--- config.mk ---
export PLATFORM = sky130hd
export DESIGN_NAME = pipeline_flow_elastic
export DESIGN_NICKNAME = d
export VERILOG_FILES = /design/src/rtl/pipeline_flow_elastic_pkg.sv /design/src/rtl/pipeline_skid_fifo.sv /design/src/rtl/pipeline_flow_elastic.sv
export SDC_FILE = /design/constraint.sdc
export NUM_CORES = 1
export LEC_CHECK = 0
export ABC_CLOCK_PERIOD_IN_PS = 3400
export CORE_ASPECT_RATIO = 1.25
export CORE_MARGIN = 4
export CORE_UTILIZATION = 49
export DETAILED_ROUTE_END_ITERATION = 10
export GPL_TIMING_DRIVEN = 0
export PLACE_DENSITY = 0.85
export SLEW_MARGIN = 30
export SYNTH_ARGS = -nofsm -noshare
export SYNTH_HDL_FRONTEND = slang
export SYNTH_HIERARCHICAL = 1
export SYNTH_SLANG_ARGS = --single-unit
--- constraint.sdc ---
create_clock -name clk -period 3.4 [get_ports clk]
set_clock_uncertainty 0.2 [all_clocks]
set_input_delay 1.02 -clock clk [delete_from_list [all_inputs] [get_ports clk]]
set_output_delay 1.02 -clock clk [all_outputs]
set_load 0.01 [all_outputs]
--- src/rtl/pipeline_flow_elastic_pkg.sv ---
`default_nettype none
// ============================================================================
// Module   : pipeline_flow_elastic_pkg
// Purpose  : Shared width helpers for the elastic flow controller and the
//            units that instantiate it.
// Revision : 1.0  initial release
// ============================================================================
package pipeline_flow_elastic_pkg;

    // Width of the occupancy counter: it must represent 0..stages+depth.
    function automatic int gfx_flow_count_w(input int stages, input int depth);
        return $clog2(stages + depth + 1);
    endfunction

    // Pointer width of a power-of-two circular buffer (at least one bit).
    function automatic int skid_ptr_w(input int depth);
        return (depth > 1) ? $clog2(depth) : 1;
    endfunction

endpackage
`default_nettype wire

--- src/rtl/pipeline_skid_fifo.sv ---
`default_nettype none
// ============================================================================
// Module   : pipeline_skid_fifo
// Purpose  : Small circular skid buffer holding the tail stage's data.
//            Synchronous clear drops all entries; reset also zeroes storage.
// Revision : 1.0  initial release
// ============================================================================
module pipeline_skid_fifo
    import pipeline_flow_elastic_pkg::*;
#(
    parameter int WIDTH = 32,
    parameter int DEPTH = 2
) (
    input  logic             clk,
    input  logic             rst_n,
    input  logic             clear,
    input  logic             push,
    input  logic [WIDTH-1:0] wdata,
    input  logic             pop,
    output logic [WIDTH-1:0] rdata,
    output logic             full,
    output logic             empty
);

    localparam int PTR_W = skid_ptr_w(DEPTH);
    localparam int CNT_W = $clog2(DEPTH + 1);

    logic [WIDTH-1:0] mem [DEPTH];
    logic [PTR_W-1:0] wr_ptr;
    logic [PTR_W-1:0] rd_ptr;
    logic [CNT_W-1:0] fifo_cnt;
    logic             do_push;
    logic             do_pop;

    assign full    = (fifo_cnt == CNT_W'(DEPTH));
    assign empty   = (fifo_cnt == '0);
    assign do_push = push && !full;
    assign do_pop  = pop && !empty;
    assign rdata   = mem[rd_ptr];

    // Storage: zeroed only by reset; a clear leaves stale data behind invalid slots.
    always_ff @(posedge clk) begin
        if (!rst_n) begin
            for (int i = 0; i < DEPTH; i++) begin
                mem[i] <= '0;
            end
        end else if (do_push && !clear) begin
            mem[wr_ptr] <= wdata;
        end
    end

    // Pointers wrap naturally because DEPTH is a power of two.
    always_ff @(posedge clk) begin
        if (!rst_n || clear) begin
            wr_ptr   <= '0;
            rd_ptr   <= '0;
            fifo_cnt <= '0;
        end else begin
            if (do_push) begin
                wr_ptr <= wr_ptr + PTR_W'(1);
            end
            if (do_pop) begin
                rd_ptr <= rd_ptr + PTR_W'(1);
            end
            case ({do_push, do_pop})
                2'b10:   fifo_cnt <= fifo_cnt + CNT_W'(1);
                2'b01:   fifo_cnt <= fifo_cnt - CNT_W'(1);
                default: fifo_cnt <= fifo_cnt;
            endcase
        end
    end

endmodule
`default_nettype wire

--- src/rtl/pipeline_flow_elastic.sv ---
`default_nettype none
// ============================================================================
// Module   : pipeline_flow_elastic
// Purpose  : Elastic flow controller. Produces per-stage load enables so
//            bubbles collapse, buffers the tail in a skid FIFO so out_ready
//            never reaches in_ready/stage_en, supports flush and tracks
//            total occupancy.
// Revision : 1.0  initial release
// ============================================================================
module pipeline_flow_elastic
    import pipeline_flow_elastic_pkg::*;
#(
    parameter int STAGES     = 3,
    parameter int WIDTH      = 32,
    parameter int SKID_DEPTH = 2
) (
    input  logic                                             clk,
    input  logic                                             rst_n,
    input  logic                                             in_valid,
    output logic                                             in_ready,
    input  logic                                             flush,
    output logic [STAGES-1:0]                                stage_en,
    output logic [STAGES-1:0]                                stage_valid,
    input  logic [WIDTH-1:0]                                 tail_data,
    output logic                                             out_valid,
    input  logic                                             out_ready,
    output logic [WIDTH-1:0]                                 out_data,
    output logic [gfx_flow_count_w(STAGES, SKID_DEPTH)-1:0]  count
);

    localparam int CNT_W = gfx_flow_count_w(STAGES, SKID_DEPTH);

    logic [STAGES-1:0] chain_en;
    logic              fifo_full;
    logic              fifo_empty;
    logic              push;
    logic              pop;
    logic              accept;

    // The tail only pushes into a slot that was free at the start of the cycle.
    assign push      = stage_valid[STAGES-1] && !fifo_full;
    assign out_valid = !fifo_empty;
    assign pop       = out_valid && out_ready;
    assign in_ready  = chain_en[0] && !flush;
    assign accept    = in_valid && in_ready;
    assign stage_en  = chain_en | {STAGES{flush}};

    // Enable ripple from the tail: a stage moves when empty or when its successor moves.
    always_comb begin
        chain_en             = '0;
        chain_en[STAGES-1]   = !stage_valid[STAGES-1] || push;
        for (int i = STAGES - 2; i >= 0; i--) begin
            chain_en[i] = !stage_valid[i] || chain_en[i+1];
        end
    end

    // Valid chain: each enabled stage takes its predecessor's valid.
    always_ff @(posedge clk) begin
        if (!rst_n || flush) begin
            stage_valid <= '0;
        end else begin
            if (chain_en[0]) begin
                stage_valid[0] <= in_valid;
            end
            for (int i = 1; i < STAGES; i++) begin
                if (chain_en[i]) begin
                    stage_valid[i] <= stage_valid[i-1];
                end
            end
        end
    end

    // Occupancy: stages plus FIFO, tracked from accepts and pops.
    always_ff @(posedge clk) begin
        if (!rst_n || flush) begin
            count <= '0;
        end else begin
            case ({accept, pop})
                2'b10:   count <= count + CNT_W'(1);
                2'b01:   count <= count - CNT_W'(1);
                default: count <= count;
            endcase
        end
    end

    pipeline_skid_fifo #(
        .WIDTH (WIDTH),
        .DEPTH (SKID_DEPTH)
    ) u_skid (
        .clk   (clk),
        .rst_n (rst_n),
        .clear (flush),
        .push  (push),
        .wdata (tail_data),
        .pop   (pop),
        .rdata (out_data),
        .full  (fifo_full),
        .empty (fifo_empty)
    );

endmodule
`default_nettype wire
==> results.cfg, run 1 <==
[synthesis]
synthTopCellsByArea = edfxtp_1 (58%), and2_1 (12%), mux2_2 (6.8%), dfxtp_1 (6.6%), mux2_1 (4.1%)
ys_async_sr_fraction = 0
synth_edf_count = 64
yosysTopAreaCellShare = 0.577
synth_nets = 272
synth_area_leader_cell = edfxtp_1
mappedNetlistArea_sq_mm = 0.00333
synth.distinct_cells = 27
post_synth_inst_count = 232
ys_seq_area_frac = 0.644
post_synth_most_frequent_cells = and2_1 (64), edfxtp_1 (64), mux2_2 (20)
yosys_most_used_dff = edfxtp_1
ys.warnings.count = 6
yosys_register_bits = 75
syn-mean-instance-area_sq_um = 14.3

[job]
max_cap_viol = 0

[outcome]
outcome = finished clean

[worst_setup_path]
critPathCaptureType = output port
crit_path_max_incr_delay_ns = 0.48
worst-path-buf-inv = 3
critical_path_cell_by_cell = clkbuf_1 > buf_2 > mux2_2 > clkdlybuf4s50_1
worst_path_required_time_ns = 2.18
timing.setup.critical_path_class = register to output port
timing.rr.start = u_skid/fifo_cnt[0]
cpLargestDelayFamily = buffers and inverters
cpMaxStageDelayCell = clkdlybuf4s50_1
timing.critical_path.fanout_max = 10
timing.critical_path.arrival_ns = 2.04
startpoint_type = register

[timing]
max_slew_margin = 0.685
timing_max_transition_violations_final = 0
post-route-worst-setup-slack_ns = 0.144
worst_slew_pin_slew_ns = 0.469
report.final.setup_viol = 0
finalHoldViolCount = 0
hold-worst-slack_ns = 0.291
fin_crit_sh = 0.958
min_period_ns = 3.26
rsz0062_at_grt = no
max_clock_freq_mhz = 307

[layout]
layout_nets = 364
final_layout_size_suffix_gt1_frac = 0.152
num_antenna_cells = 0
final-instance-count-excl-fill = 416
final.fill_count = 468
area.growth.synth_to_final_pct = 35.1

[floorplan]
core_area_sq_mm = 0.00657
die-area_sq_mm = 0.00818
initial_utilization = 0.507
die_width_um = 81.7
pin_count = 80
die_h_um = 100
placementRows = 33

[global_route]
first_global_vias = 2239
grt_use_total = 0.171
grt_antenna_before_repair = 0
first_pass_grt_wire_length_um = 10100
grt-ovfl-total = 0
pin_count_of_the_biggest_net_entering_global_routing = 22

[detailed_routing]
dr_total_vias = 2070
drt_drc_violations_left = 0
routed_wire_length_per_instance_um = 15.7
routed_wirelength_um = 6510
final_antenna_net_count = 0
drt_iter0_markers = 56
dr.pass1.iters = 5
routed_via_density = 4.98

[placement]
place_ws_ns = -0.118
placedCellCount = 400
gp_congestion = 0.702
io_buffer_count = 79
dpl.hpwl_um = 4550

[min_path]
hold_path.startpoint = count[2]
min-delay-path-class = register to register

[clocking]
cts_htree_levels = 3
cts_inserted_buffers = 9
ctsRootBufferMaster = clkbuf_8
clk-insertion-delay-late_ns = 0.35
post-cts-setup-buffer-count = 0
cts.path.max_buffers = 2
clkSlewWorstSetupHoldPaths_ns = 0.07
cts_tree = built
numClockSinks = 75

[pwr]
pwr_density_cell_mw_per_mm2 = 418
power.static_leakage_nw = 1.67
power.ir.vdd_worst_v = 0.000273
where the power goes:
group	internal, mW	switching (mW)
logic	0.0809	0.0515
clock network	0.407	0.312
registers	1.02	0.00802
worst register-to-register path, cell delays in order (launching register included):
cell,delay [ns]
dfxtp_1,0.44
nor2b_2,0.15
and3_1,0.26
a21oi_1,0.20
nand2_1,0.08
ha_1,0.22
fa_1,0.39
xnor2_1,0.14
or3_1,0.30
a21oi_1,0.13
path summary, 6_finish.rpt:
kind                      end  slack, ns  cells after the start
setup / recovery  out_data[4]       0.14                      4
hold / removal       count[2]       0.29                      2
setup reg to reg     count[2]       0.83                      9
hold reg to reg      count[2]       0.29                      2
kinds of logic after synthesis:
| logic type | count (synthesis) | share of synthesized area |
|---|---|---|
| xor gates and xnor gates | 5 | 0.0132 |
| DFF | 75 | 0.644 |
| adders and majority gates | 3 | 0.0135 |
| muxes | 33 | 0.111 |
| AOI/OAI and AO/OA | 10 | 0.0158 |
| and+or+nand+nor | 92 | 0.172 |
| buffers and inverters | 14 | 0.0304 |
through the flow:
stage / cell area [sq um] / power (mW) / util / setup TNS, ns
2_1_floorplan: 3330 / 1.09 / - / 0
3_3_place_gp: 4230 / 1.17 / 0.644 / -48.78
3_5_place_dp: 4290 / 1.18 / 0.653 / -5.03
4_1_cts: 4490 / 1.90 / 0.684 / 0
5_1_grt: 4500 / 1.95 / 0.685 / 0
6_report: 4500 / 1.88 / 0.685 / 0
layer usage:
metal | wire [um] | share of wire | track usage | vias to the layer above
li1 | - | - | - | 1003
met1 | 2580 | 0.40 | 0.180 | 995
met2 | 3350 | 0.52 | 0.297 | 61
met3 | 445 | 0.068 | 0.0557 | 11
met4 | 131 | 0.020 | 0.0882 | 0
met5 | 0 | 0 | 0 | -
registers in the layout, indices dropped and copies added (netlist names), named ones only:
name and flops:
count 3, stage_valid 3, u_skid/fifo_cnt 2, u_skid/mem 64, u_skid/rd_ptr 1, u_skid/wr_ptr 1
repair_timing:
item / 4_1_cts / 5_1_grt
cloned: 0 / 0
setup endpoints to repair: 4 / 1
resized for setup: 4 / 2
hold buffers: 0 / 0
layout make-up:
type / instances / area [sq um] / share of cell area
clock inverters: 6 / 80.1 / 0.0178
inverters: 4 / 15.0 / 0.00334
repair buffers: 81 / 841 / 0.187
well taps: 87 / 109 / 0.0242
plain buffers: 10 / 91.3 / 0.0203
multi-input cells: 143 / 1090 / 0.242
flip-flops and latches: 75 / 2140 / 0.476
clock buffers: 10 / 128 / 0.0284
cell usage in the layout, fill, tap and decap left out, types with 3 or more instances in the layout:
master / synthesis / layout
xnor2_1: 3 / 3
clkdlybuf4s50_1: 0 / 75
and2_1: 64 / 64
mux2_2: 20 / 20
clkbuf_8: 0 / 9
or3_1: 3 / 3
buf_6: 6 / 6
nand2_1: 3 / 3
dfxtp_1: 11 / 11
nor2_1: 10 / 10
mux2_1: 12 / 12
a21oi_1: 6 / 6
o21ai_0: 3 / 3
inv_1: 3 / 3
dlygate4sd2_1: 0 / 4
edfxtp_1: 64 / 64
Power figures use the tool's default switching activity.
==> run 2, diff against run 1 <==
Settings changed: CELL_PAD_IN_SITES_DETAIL_PLACEMENT set to 2, CELL_PAD_IN_SITES_GLOBAL_PLACEMENT set to 2, CORE_UTILIZATION 49 to 33, PLACE_DENSITY 0.85 to 0.84, RECOVER_POWER set to 100.
==> results.cfg, run 2 (synthesized netlist as in run 1, its figures left out) <==
[outcome]
outcome = finished clean

[timing]
post-route-worst-setup-slack_ns = 0.142
worst_slew_pin_slew_ns = 0.603
rsz0062_at_grt = no
max_clock_freq_mhz = 307
finalHoldViolCount = 0
fin_crit_sh = 0.958
report.final.setup_viol = 0
timing_max_transition_violations_final = 0
max_slew_margin = 0.598
min_period_ns = 3.26

[global_route]
first_pass_grt_wire_length_um = 12600
pin_count_of_the_biggest_net_entering_global_routing = 24
first_global_vias = 2392
grt_use_total = 0.141
grt_antenna_before_repair = 0
grt-ovfl-total = 0

[clocking]
ctsRootBufferMaster = clkbuf_16
cts.path.max_buffers = 2
post-cts-setup-buffer-count = 0
cts_htree_levels = 3
cts.hold.buffers_added = 0
clkSlewWorstSetupHoldPaths_ns = 0.06
post_cts_resized = 4
cts_inserted_buffers = 9
numClockSinks = 75
clk-insertion-delay-late_ns = 0.32
cts_tree = built

[worst_setup_path]
startpoint_type = register
timing.setup.critical_path_class = register to output port
timing.critical_path.arrival_ns = 2.04
worst_path_required_time_ns = 2.18
timing.critical_path.fanout_max = 10
critPathCaptureType = output port

[layout]
num_antenna_cells = 0
mostFrequentLayoutCell = clkdlybuf4s50_1
largest_register_ff_count = 64
area.growth.synth_to_final_pct = 36.6
regMostFlops = u_skid/mem
final_layout_size_suffix_gt1_frac = 0.128
layout_nets = 364
postLayoutCellArea_sq_mm = 0.00455
finish.utilization = 0.468
reg.largest.list = u_skid/mem: 64 flops, count: 3 flops, stage_valid: 3 flops
mostFrequentLayoutCells = clkdlybuf4s50_1 (65), edfxtp_1 (64), and2_0 (46)

[pwr]
power.static_leakage_nw = 1.65
pwr-share-comb = 0.063
total_switching_power_uw = 407
power.ir.vdd_worst_v = 0.000242
swShare = 0.197
clockPowerShare = 0.438
share_seq_of_total_power = 0.499
cell_internal_power_mw = 1.66
pwr_density_cell_mw_per_mm2 = 455

[detailed_routing]
routed_via_density = 4.66
dr.pass1.iters = 4
routed_wire_length_per_instance_um = 17.0
drt_drc_violations_left = 0
routed_wirelength_um = 7760
drt_iter0_markers = 101
final_antenna_net_count = 0
dr_total_vias = 2120

[floorplan]
placementRows = 40
pin_count = 80
die_width_um = 97.8
initial_utilization = 0.343
core_area_sq_mm = 0.00971
die_h_um = 120
die-area_sq_mm = 0.0118

[placement]
dpl.hpwl_um = 5670
io_buffer_count = 79
placement_stage_cell_area_sq_mm = 0.00432
gp_congestion = 0.716
place_ws_ns = -0.173

[job]
max_cap_viol = 0

[min_path]
min-delay-path-class = register to register
[run 2: routing by layer]
metal,up-vias,track usage,share of wire
met5,-,0,0
met4,0,0.0675,0.013
met3,6,0.0283,0.037
met2,49,0.259,0.56
met1,1066,0.153,0.39
li1,999,-,-
[run 2: power by group through the flow]
stage	clock [mW]	combinational, mW	sequential [mW]
after floorplan	0	0.0398	1.05
after global placement	0	0.128	1.05
after detailed placement	0	0.137	1.05
after CTS	0.934	0.137	1.03
after global routing	0.986	0.142	1.03
final	0.905	0.131	1.03
[run 2: worst paths after layout]
kind                 startpoint          end  slack [ns]  cells past startpoint
max                    register  out_data[9]        0.14                      4
min                    count[2]     count[2]        0.30                      2
max reg2reg  u_skid/fifo_cnt[0]     count[2]        0.78                      9
min reg2reg            count[2]     count[2]        0.30                      2
[run 2: cell type report]
| type | count | area [sq um] |
|---|---|---|
| plain buffers | 10 | 41.3 |
| clock buffers | 10 | 229 |
| clock inverters | 6 | 56.3 |
| fillers | 986 | 5160 |
| inverters | 4 | 15.0 |
| multi-input cells | 143 | 1090 |
| flip-flops and latches | 75 | 2140 |
| well taps | 126 | 158 |
| repair buffers | 81 | 817 |
[run 2: stage by stage]
step	power, mW	instances	hold slack (ns)	TNS (ns)
after floorplan	1.09	232	0.280	0
after global placement	1.18	437	0.281	-55.59
after detailed placement	1.19	439	0.292	-5.75
after CTS	2.10	455	0.305	0
after global routing	2.16	455	0.345	0
final	2.07	455	0.296	0
[run 2: worst max-delay path, stage by stage, from the launching register on]
cell and delay (ns):
dfxtp_1 0.30, clkbuf_1 0.21, buf_2 0.33, mux2_2 0.37, clkdlybuf4s50_1 0.49
